--- config.mk ---
export PLATFORM = sky130hd
export DESIGN_NAME = collision_matrix
export DESIGN_NICKNAME = d
export VERILOG_FILES = /design/src/rtl/collision_pkg.sv /design/src/rtl/collision_event_fifo.sv /design/src/rtl/collision_matrix.sv
export SDC_FILE = /design/constraint.sdc
export NUM_CORES = 1
export LEC_CHECK = 0
export CORE_MARGIN = 4
export CORE_UTILIZATION = 34
export DETAILED_ROUTE_END_ITERATION = 7
export PLACE_DENSITY = 0.76
export SLEW_MARGIN = 20
export SYNTH_ARGS = -nofsm -noshare
export SYNTH_HDL_FRONTEND = slang
export SYNTH_SLANG_ARGS = --single-unit
--- constraint.sdc ---
create_clock -name clk -period 1.1 [get_ports clk]
set_input_delay 0.33 -clock clk [delete_from_list [all_inputs] [get_ports clk]]
set_output_delay 0.33 -clock clk [all_outputs]
set_load 0.02 [all_outputs]
--- src/rtl/collision_pkg.sv ---
// Shared definitions for the collision matrix.
//   MAX_OBJ / MAX_PAIRS  upper bounds on channel and pair counts
//   collision_evt_t      event record {pair, x, y} carried by the event FIFO
//   num_pairs()          number of unordered channel pairs for n channels
//   pair_index()         lexicographic index of pair (i,j), i<j
package collision_pkg;

    localparam int MAX_OBJ   = 8;
    localparam int MAX_PAIRS = MAX_OBJ * (MAX_OBJ - 1) / 2;
    localparam int PAIR_W    = 5;
    localparam int COORD_W   = 11;

    typedef struct packed {
        logic [PAIR_W-1:0]  pair;
        logic [COORD_W-1:0] x;
        logic [COORD_W-1:0] y;
    } collision_evt_t;

    function automatic int num_pairs(input int n);
        return n * (n - 1) / 2;
    endfunction

    // Pairs starting with row i are preceded by (n-1) + (n-2) + ... + (n-i)
    // entries, which is i*(2n-i-1)/2.
    function automatic int pair_index(input int i, input int j, input int n);
        return i * (2 * n - i - 1) / 2 + (j - i - 1);
    endfunction

endpackage

--- src/rtl/collision_event_fifo.sv ---
// Synchronous FIFO for collision events.
// Ports:
//   clk, reset     clock, asynchronous active-high reset (empties the FIFO)
//   push, din      write request and event; ignored while full unless a pop
//                  happens in the same cycle
//   pop            read request; ignored while empty
//   dout           head event, forced to zero while empty
//   full, empty    occupancy flags (registered count, so a pushed entry is
//                  visible only from the following cycle)
module collision_event_fifo
    import collision_pkg::*;
#(
    parameter int DEPTH = 8
) (
    input  logic           clk,
    input  logic           reset,
    input  logic           push,
    input  collision_evt_t din,
    input  logic           pop,
    output collision_evt_t dout,
    output logic           full,
    output logic           empty
);

    localparam int AW = (DEPTH > 1) ? $clog2(DEPTH) : 1;

    collision_evt_t mem [DEPTH];
    logic [AW-1:0]  wr_ptr;
    logic [AW-1:0]  rd_ptr;
    logic [AW:0]    count;
    logic           do_push;
    logic           do_pop;

    assign empty   = (count == '0);
    assign full    = (count == (AW+1)'(DEPTH));
    assign do_pop  = pop & ~empty;
    // A pop frees the slot in the same cycle, so push and pop both succeed when full.
    assign do_push = push & (~full | do_pop);

    always_ff @(posedge clk or posedge reset) begin
        if (reset) begin
            wr_ptr <= '0;
            rd_ptr <= '0;
            count  <= '0;
        end else begin
            if (do_push) wr_ptr <= wr_ptr + 1'b1;
            if (do_pop)  rd_ptr <= rd_ptr + 1'b1;
            case ({do_push, do_pop})
                2'b10:   count <= count + 1'b1;
                2'b01:   count <= count - 1'b1;
                default: count <= count;
            endcase
        end
    end

    always_ff @(posedge clk) begin
        if (do_push) mem[wr_ptr] <= din;
    end

    assign dout = empty ? '0 : mem[rd_ptr];

endmodule

--- src/rtl/collision_matrix.sv ---
// Pairwise collision detector for VGA drawing-request channels.
// Build option: define COLLISION_EVENT_FIFO_EN to include the first-hit event
// FIFO; without it the evt_* outputs are tied to zero and evt_ready is ignored.
// Ports:
//   clk, reset        clock, asynchronous active-high reset
//   startOfFrame      one-cycle frame start pulse
//   drawing_request   per-channel draw request for the current pixel
//   pixelX, pixelY    current signed pixel coordinate
//   hit_pulse         one-cycle pulse per pair on its first overlap in a frame
//   frame_hits        per-pair hit summary of the previous frame
//   out_of_bounds     registered: channel drawing below Y_LIMIT
//   evt_valid/ready   event read handshake
//   evt_pair/x/y      head event
//   evt_overflow      sticky: an event was discarded
module collision_matrix
    import collision_pkg::*;
#(
    parameter int                   NUM_OBJ    = 5,
    parameter logic [MAX_PAIRS-1:0] PAIR_MASK  = '1,
    parameter int                   Y_LIMIT    = 479,
    parameter int                   FIFO_DEPTH = 8,
    localparam int                  NUM_PAIRS  = num_pairs(NUM_OBJ)
) (
    input  logic                     clk,
    input  logic                     reset,
    input  logic                     startOfFrame,
    input  logic [NUM_OBJ-1:0]       drawing_request,
    input  logic signed [10:0]       pixelX,
    input  logic signed [10:0]       pixelY,
    output logic [NUM_PAIRS-1:0]     hit_pulse,
    output logic [NUM_PAIRS-1:0]     frame_hits,
    output logic [NUM_OBJ-1:0]       out_of_bounds,
    output logic                     evt_valid,
    input  logic                     evt_ready,
    output logic [4:0]               evt_pair,
    output logic signed [10:0]       evt_x,
    output logic signed [10:0]       evt_y,
    output logic                     evt_overflow
);

    localparam logic signed [10:0] Y_LIM = 11'(Y_LIMIT);

    logic [NUM_PAIRS-1:0] overlap;
    logic [NUM_PAIRS-1:0] hit_flag;
    logic [NUM_PAIRS-1:0] first_hit;
    logic                 y_over;

    for (genvar gi = 0; gi < NUM_OBJ; gi++) begin : g_row
        for (genvar gj = gi + 1; gj < NUM_OBJ; gj++) begin : g_col
            localparam int K = pair_index(gi, gj, NUM_OBJ);
            assign overlap[K] = drawing_request[gi] & drawing_request[gj] & PAIR_MASK[K];
        end
    end

    // At a frame start the old flags no longer gate anything: an overlap in
    // that cycle already belongs to the new frame.
    assign first_hit = overlap & (startOfFrame ? {NUM_PAIRS{1'b1}} : ~hit_flag);
    assign y_over    = (pixelY > Y_LIM);

    always_ff @(posedge clk or posedge reset) begin
        if (reset) begin
            hit_flag      <= '0;
            hit_pulse     <= '0;
            frame_hits    <= '0;
            out_of_bounds <= '0;
        end else begin
            hit_flag      <= (startOfFrame ? '0 : hit_flag) | overlap;
            hit_pulse     <= first_hit;
            out_of_bounds <= drawing_request & {NUM_OBJ{y_over}};
            if (startOfFrame) frame_hits <= hit_flag;
        end
    end

`ifdef COLLISION_EVENT_FIFO_EN

    collision_evt_t evt_in;
    collision_evt_t evt_head;
    logic [4:0]     evt_k;
    logic           evt_push;
    logic           multi_hit;
    logic           fifo_full;
    logic           fifo_empty;
    logic           fifo_drop;

    // Lowest-index first hit wins the single push slot of this cycle.
    always_comb begin
        evt_push = 1'b0;
        evt_k    = '0;
        for (int k = NUM_PAIRS - 1; k >= 0; k--) begin
            if (first_hit[k]) begin
                evt_push = 1'b1;
                evt_k    = 5'(k);
            end
        end
    end

    // x & (x-1) is nonzero exactly when more than one bit is set.
    assign multi_hit = |(first_hit & (first_hit - 1'b1));
    assign fifo_drop = evt_push & fifo_full & ~(evt_ready & ~fifo_empty);

    assign evt_in.pair = evt_k;
    assign evt_in.x    = pixelX;
    assign evt_in.y    = pixelY;

    collision_event_fifo #(
        .DEPTH (FIFO_DEPTH)
    ) u_fifo (
        .clk   (clk),
        .reset (reset),
        .push  (evt_push),
        .din   (evt_in),
        .pop   (evt_ready),
        .dout  (evt_head),
        .full  (fifo_full),
        .empty (fifo_empty)
    );

    always_ff @(posedge clk or posedge reset) begin
        if (reset) begin
            evt_overflow <= 1'b0;
        end else if (multi_hit | fifo_drop) begin
            evt_overflow <= 1'b1;
        end
    end

    assign evt_valid = ~fifo_empty;
    assign evt_pair  = evt_head.pair;
    assign evt_x     = evt_head.x;
    assign evt_y     = evt_head.y;

`else

    wire unused_evt = ^{evt_ready, pixelX};

    assign evt_valid    = 1'b0;
    assign evt_pair     = '0;
    assign evt_x        = '0;
    assign evt_y        = '0;
    assign evt_overflow = 1'b0;

`endif

endmodule
# Yosys cells after proc, flatten, opt, wreduce, memory -nomap -nowiden
# Cells that the tools add are included.
# classes
bitwise_logic	14
mux	2
magnitude_cmp	1
# op_table
operator	count
two-way mux 10 bit	2
greater-than comparator 11 x 10 -> 1 bit, second input constant	1
AND 1 bit	10
AND 10 bit	1
inverter 10 bit	1
bitwise OR 10 bit	1
AND 5 bit	1
# totals
ff_bits	35
output_inout_bits	54
wordCells	21
inputBits	31

# Logic depth before layout (Yosys ltp)
# logic_depth
word_depth	3
mapped_depth	3
mapped_depth_nobuf	2

# Least setup slack after synthesis
# Ideal clock, no wire load.
# synth_path
path_kind	input-to-reg
startpoint	input startOfFrame
endpoint	register frame_hits[0]
cell_stages	2
n_path_buf	1
t_arrival_ps	764
path_slack_ps	211
cell_sequence	buf_6 > mux2_2
# synth_rtl
element	line	rtl
start, declared	collision_matrix.sv:26	input logic startOfFrame,
end signal, assigned	collision_matrix.sv:70	if (startOfFrame) frame_hits <= hit_flag;
end, declared	collision_matrix.sv:31	output logic [NUM_PAIRS-1:0] frame_hits,
# No word-level cell between the ends.

# Final worst setup path
# layout_path
startpoint	register frame_hits[7]
endpoint	output frame_hits[7]
# No word-level cell between the ends.

==> flow_metrics.py <==
metrics = {
    "power": {
        "leakage_nw": 1.038,
        "ir_drop_mv": 0.6096,
        "seq_power_share_pct": 47.1,
        "internal_power_w": 0.002279,
        "p_switching_w": 0.0008494,
        "cellPowerDensity_nw_per_um2": 1528,
        "clkPwrFrac_pct": 31.8,
        "switching_share_pct": 27.15,
        "combinationalPowerShare_pct": 21.1,
    },
    "worst_setup_path": {
        "reg2reg_to": "frame_hits[1]$_DFFE_PP0P_",
        "critPathLaunchType": "register",
        "r2r_start": "frame_hits[1]$_DFFE_PP0P_",
        "path_cells": "buf_6",
        "worst-path-max-fanout": 2,
        "cp-endpoint": "frame_hits[7]",
        "crit_path_end_kind": "output pin",
        "path_buf_inv": 1,
        "cp.depth": 1,
        "arrival_ps": 820,
        "slowest_delay_ps": 400,
        "required_ps": 770,
        "slowest_stage": "dfrtp_1",
        "cp_top_family": "flip-flops",
        "reg2reg_depth": 2,
        "rrSetupSlack_ps": 220,
        "critPathKind": "register to output pin",
        "crit_start": "frame_hits[7]$_DFFE_PP0P_",
    },
    "floorplanning": {
        "die_h_um": 73.42,
        "io_pins": 85,
        "rows": 23,
        "core_sq_um": 4058,
        "initial_utilization_pct": 35.86,
        "chipWidth_um": 73.42,
        "die_area_sq_um": 5391,
    },
    "sta": {
        "final-setup-viol-count": 25,
        "hold_viol_final": 0,
        "whs_ps": 431.1,
        "fmax_mhz": 870.9,
        "skew_ps": 3.134,
        "fin_crit_ps": 1148,
        "setup_slack_ps": -48.26,
        "rsz0062_at_grt": "yes",
        "fin_crit_sh_pct": 104.4,
        "maxSlewViolCount": 0,
    },
    "logic_synthesis": {
        "yosys_warnings": 0,
        "synth_seq_area_share_pct": 60.19,
        "synth_cells": 125,
        "ys_ff_latch": 35,
        "syn_avg_cell_area_sq_um": 11.64,
        "synth_cell_types": 13,
        "synth_area_sq_um": 1455,
    },
    "finish": {
        "post-route-util_pct": 50.45,
        "areaGrowthSynthToFinish_pct": 40.67,
        "antenna-diode-count": 0,
        "fillers": 370,
        "drive_above_1_share_pct": 31.43,
        "final_nets": 205,
    },
    "detailed_routing": {
        "wl_per_cell_um": 13.52,
        "ant_nets": 0,
        "drtIter0Drc": 45,
        "drc": 0,
        "dr_wl_met2_um": 1429,
        "drt_wl_total_um": 3041,
        "route.vias.total": 970,
        "maxUsedRoutingLayer": "met4",
        "dr.pass1.iters": 5,
        "met1Wirelength_um": 1194,
        "via_per_inst": 4.311,
        "wl_met3_um": 352,
    },
    "status": {
        "status": "finished, violations left",
        "violations": "negative setup slack",
    },
    "global_route": {
        "grt_use_total_pct": 12.36,
        "antenna_found_initial": 0,
        "grt_max_degree": 36,
        "grt_overflow": 0,
        "grt_pass1_wl_um": 4726,
        "grt_pass1_vias": 938,
    },
    "place": {
        "post-dp-hpwl_um": 2056,
        "place_congestion": 0.7238,
        "numPortBuffers": 38,
    },
    "clock_tree": {
        "clockBufferDepth": 2,
        "cts_tree": "done",
        "clock_latency_ps": 280,
        "root_buffer": "clkbuf_8",
        "clkSlewWorstSetupHoldPaths_ps": 70,
        "h-tree-depth": 2,
        "cts.sinks": 35,
        "cts_buffers": 5,
        "hold_buffers": 0,
    },
    "min_path": {
        "hold_path.class": "input port to async pin",
    },
    "job": {
        "drv_cap": 0,
    },
}
[routing by layer]
layer / up-vias / track usage [%]
li1: 443 / -
met1: 467 / 14.69
met2: 54 / 18.67
met3: 6 / 6.019
met4: 0 / 6.036
met5: - / 0
[layout by cell type (no fill, tap or decap), drive strengths merged]
master,synthesis,final
nand2,10,10
dlygate4sd2,0,1
dlymetal6s2s,0,3
a41oi,1,1
buf,30,31
inv,12,11
o21ai,10,10
conb,1,29
clkbuf,1,8
mux2,10,10
nor3b,5,5
a21oi,10,10
bufbuf,0,1
dfrtp,35,35
clkdlybuf4s50,0,9
clkinvlp,0,1
[stage by stage]
step	instance area [sq um]	setup TNS, ps	setup WS, ps	power, W	instances
after detailed placement	1813	-13290	-428.6	0.002075	212
after global placement	1813	-12460	-366.3	0.002060	212
after CTS	2018	-1124	-65.31	0.003170	225
after global routing	2047	-1575	-85.73	0.003289	225
final	2047	-694.8	-48.26	0.003128	225
after floorplan	1564	0	210.9	0.001872	153
[power by group through the flow]
stage | Sequential (W) | Clock, W | Combinational (W)
2_1_floorplan | 0.00157 | 0 | 0.000300
6_report | 0.00147 | 0.000996 | 0.000660
5_1_grt | 0.00149 | 0.00109 | 0.000712
3_3_place_gp | 0.00148 | 0 | 0.000581
3_5_place_dp | 0.00148 | 0 | 0.000593
4_1_cts | 0.00147 | 0.00104 | 0.000659
[logic make-up (layout without fill, tap and decap cells)]
| kind of cell | after synthesis | in the layout | share of synthesized area (%) |
|---|---|---|---|
| buf+inv | 43 | 65 | 19.17 |
| flops | 35 | 35 | 60.19 |
| compound gates | 21 | 21 | 7.481 |
| simple gates | 15 | 15 | 5.160 |
| mux | 10 | 10 | 7.739 |
| other cells | 1 | 29 | 0.2577 |
[worst min path at each step]
stage                           endpoint  depth (start not counted)
6_report          hit_pulse[6]$_DFF_PP0_                          3
5_1_grt           hit_pulse[3]$_DFF_PP0_                          3
4_1_cts           hit_pulse[6]$_DFF_PP0_                          3
3_5_place_dp      hit_pulse[7]$_DFF_PP0_                          1
3_3_place_gp      hit_pulse[7]$_DFF_PP0_                          1
2_1_floorplan  frame_hits[0]$_DFFE_PP0P_                          1
[layout make-up]
| cell class | count | area [sq um] | area share (%) |
|---|---|---|---|
| Multi-Input combinational cell | 75 | 439.2 | 21.45 |
| Inverter | 12 | 48.80 | 2.384 |
| Sequential cell | 35 | 875.8 | 42.79 |
| Tap cell | 50 | 62.56 | 3.056 |
| Timing Repair Buffer | 45 | 520.5 | 25.43 |
| Clock buffer | 8 | 100.1 | 4.890 |
[state kept, by name (all words and copies together) (netlist names)]
| signal | flops |
|---|---|
| hit_pulse | 10 |
| out_of_bounds | 5 |
| frame_hits | 10 |
| hit_flag | 10 |
[Yosys cell counts (all sizes together)]
cell	count	area, sq um
a21oi	10	50.05
mux2	10	112.6
inv	12	45.04
conb	1	3.750
nor3b	5	37.54
a41oi	1	8.760
nand2	10	37.54
o21ai	10	50.05
clkbuf	1	5.000
buf	30	229.0
dfrtp	35	875.8
[repair_timing]
action,in CTS,in global routing
pin swaps,0,2
gates resized for setup,153,6
endpoints found under the setup margin,40,30
setup buffers,4,0
gates cloned,1,0
No activity file was read; power rests on OpenSTA's default activity.
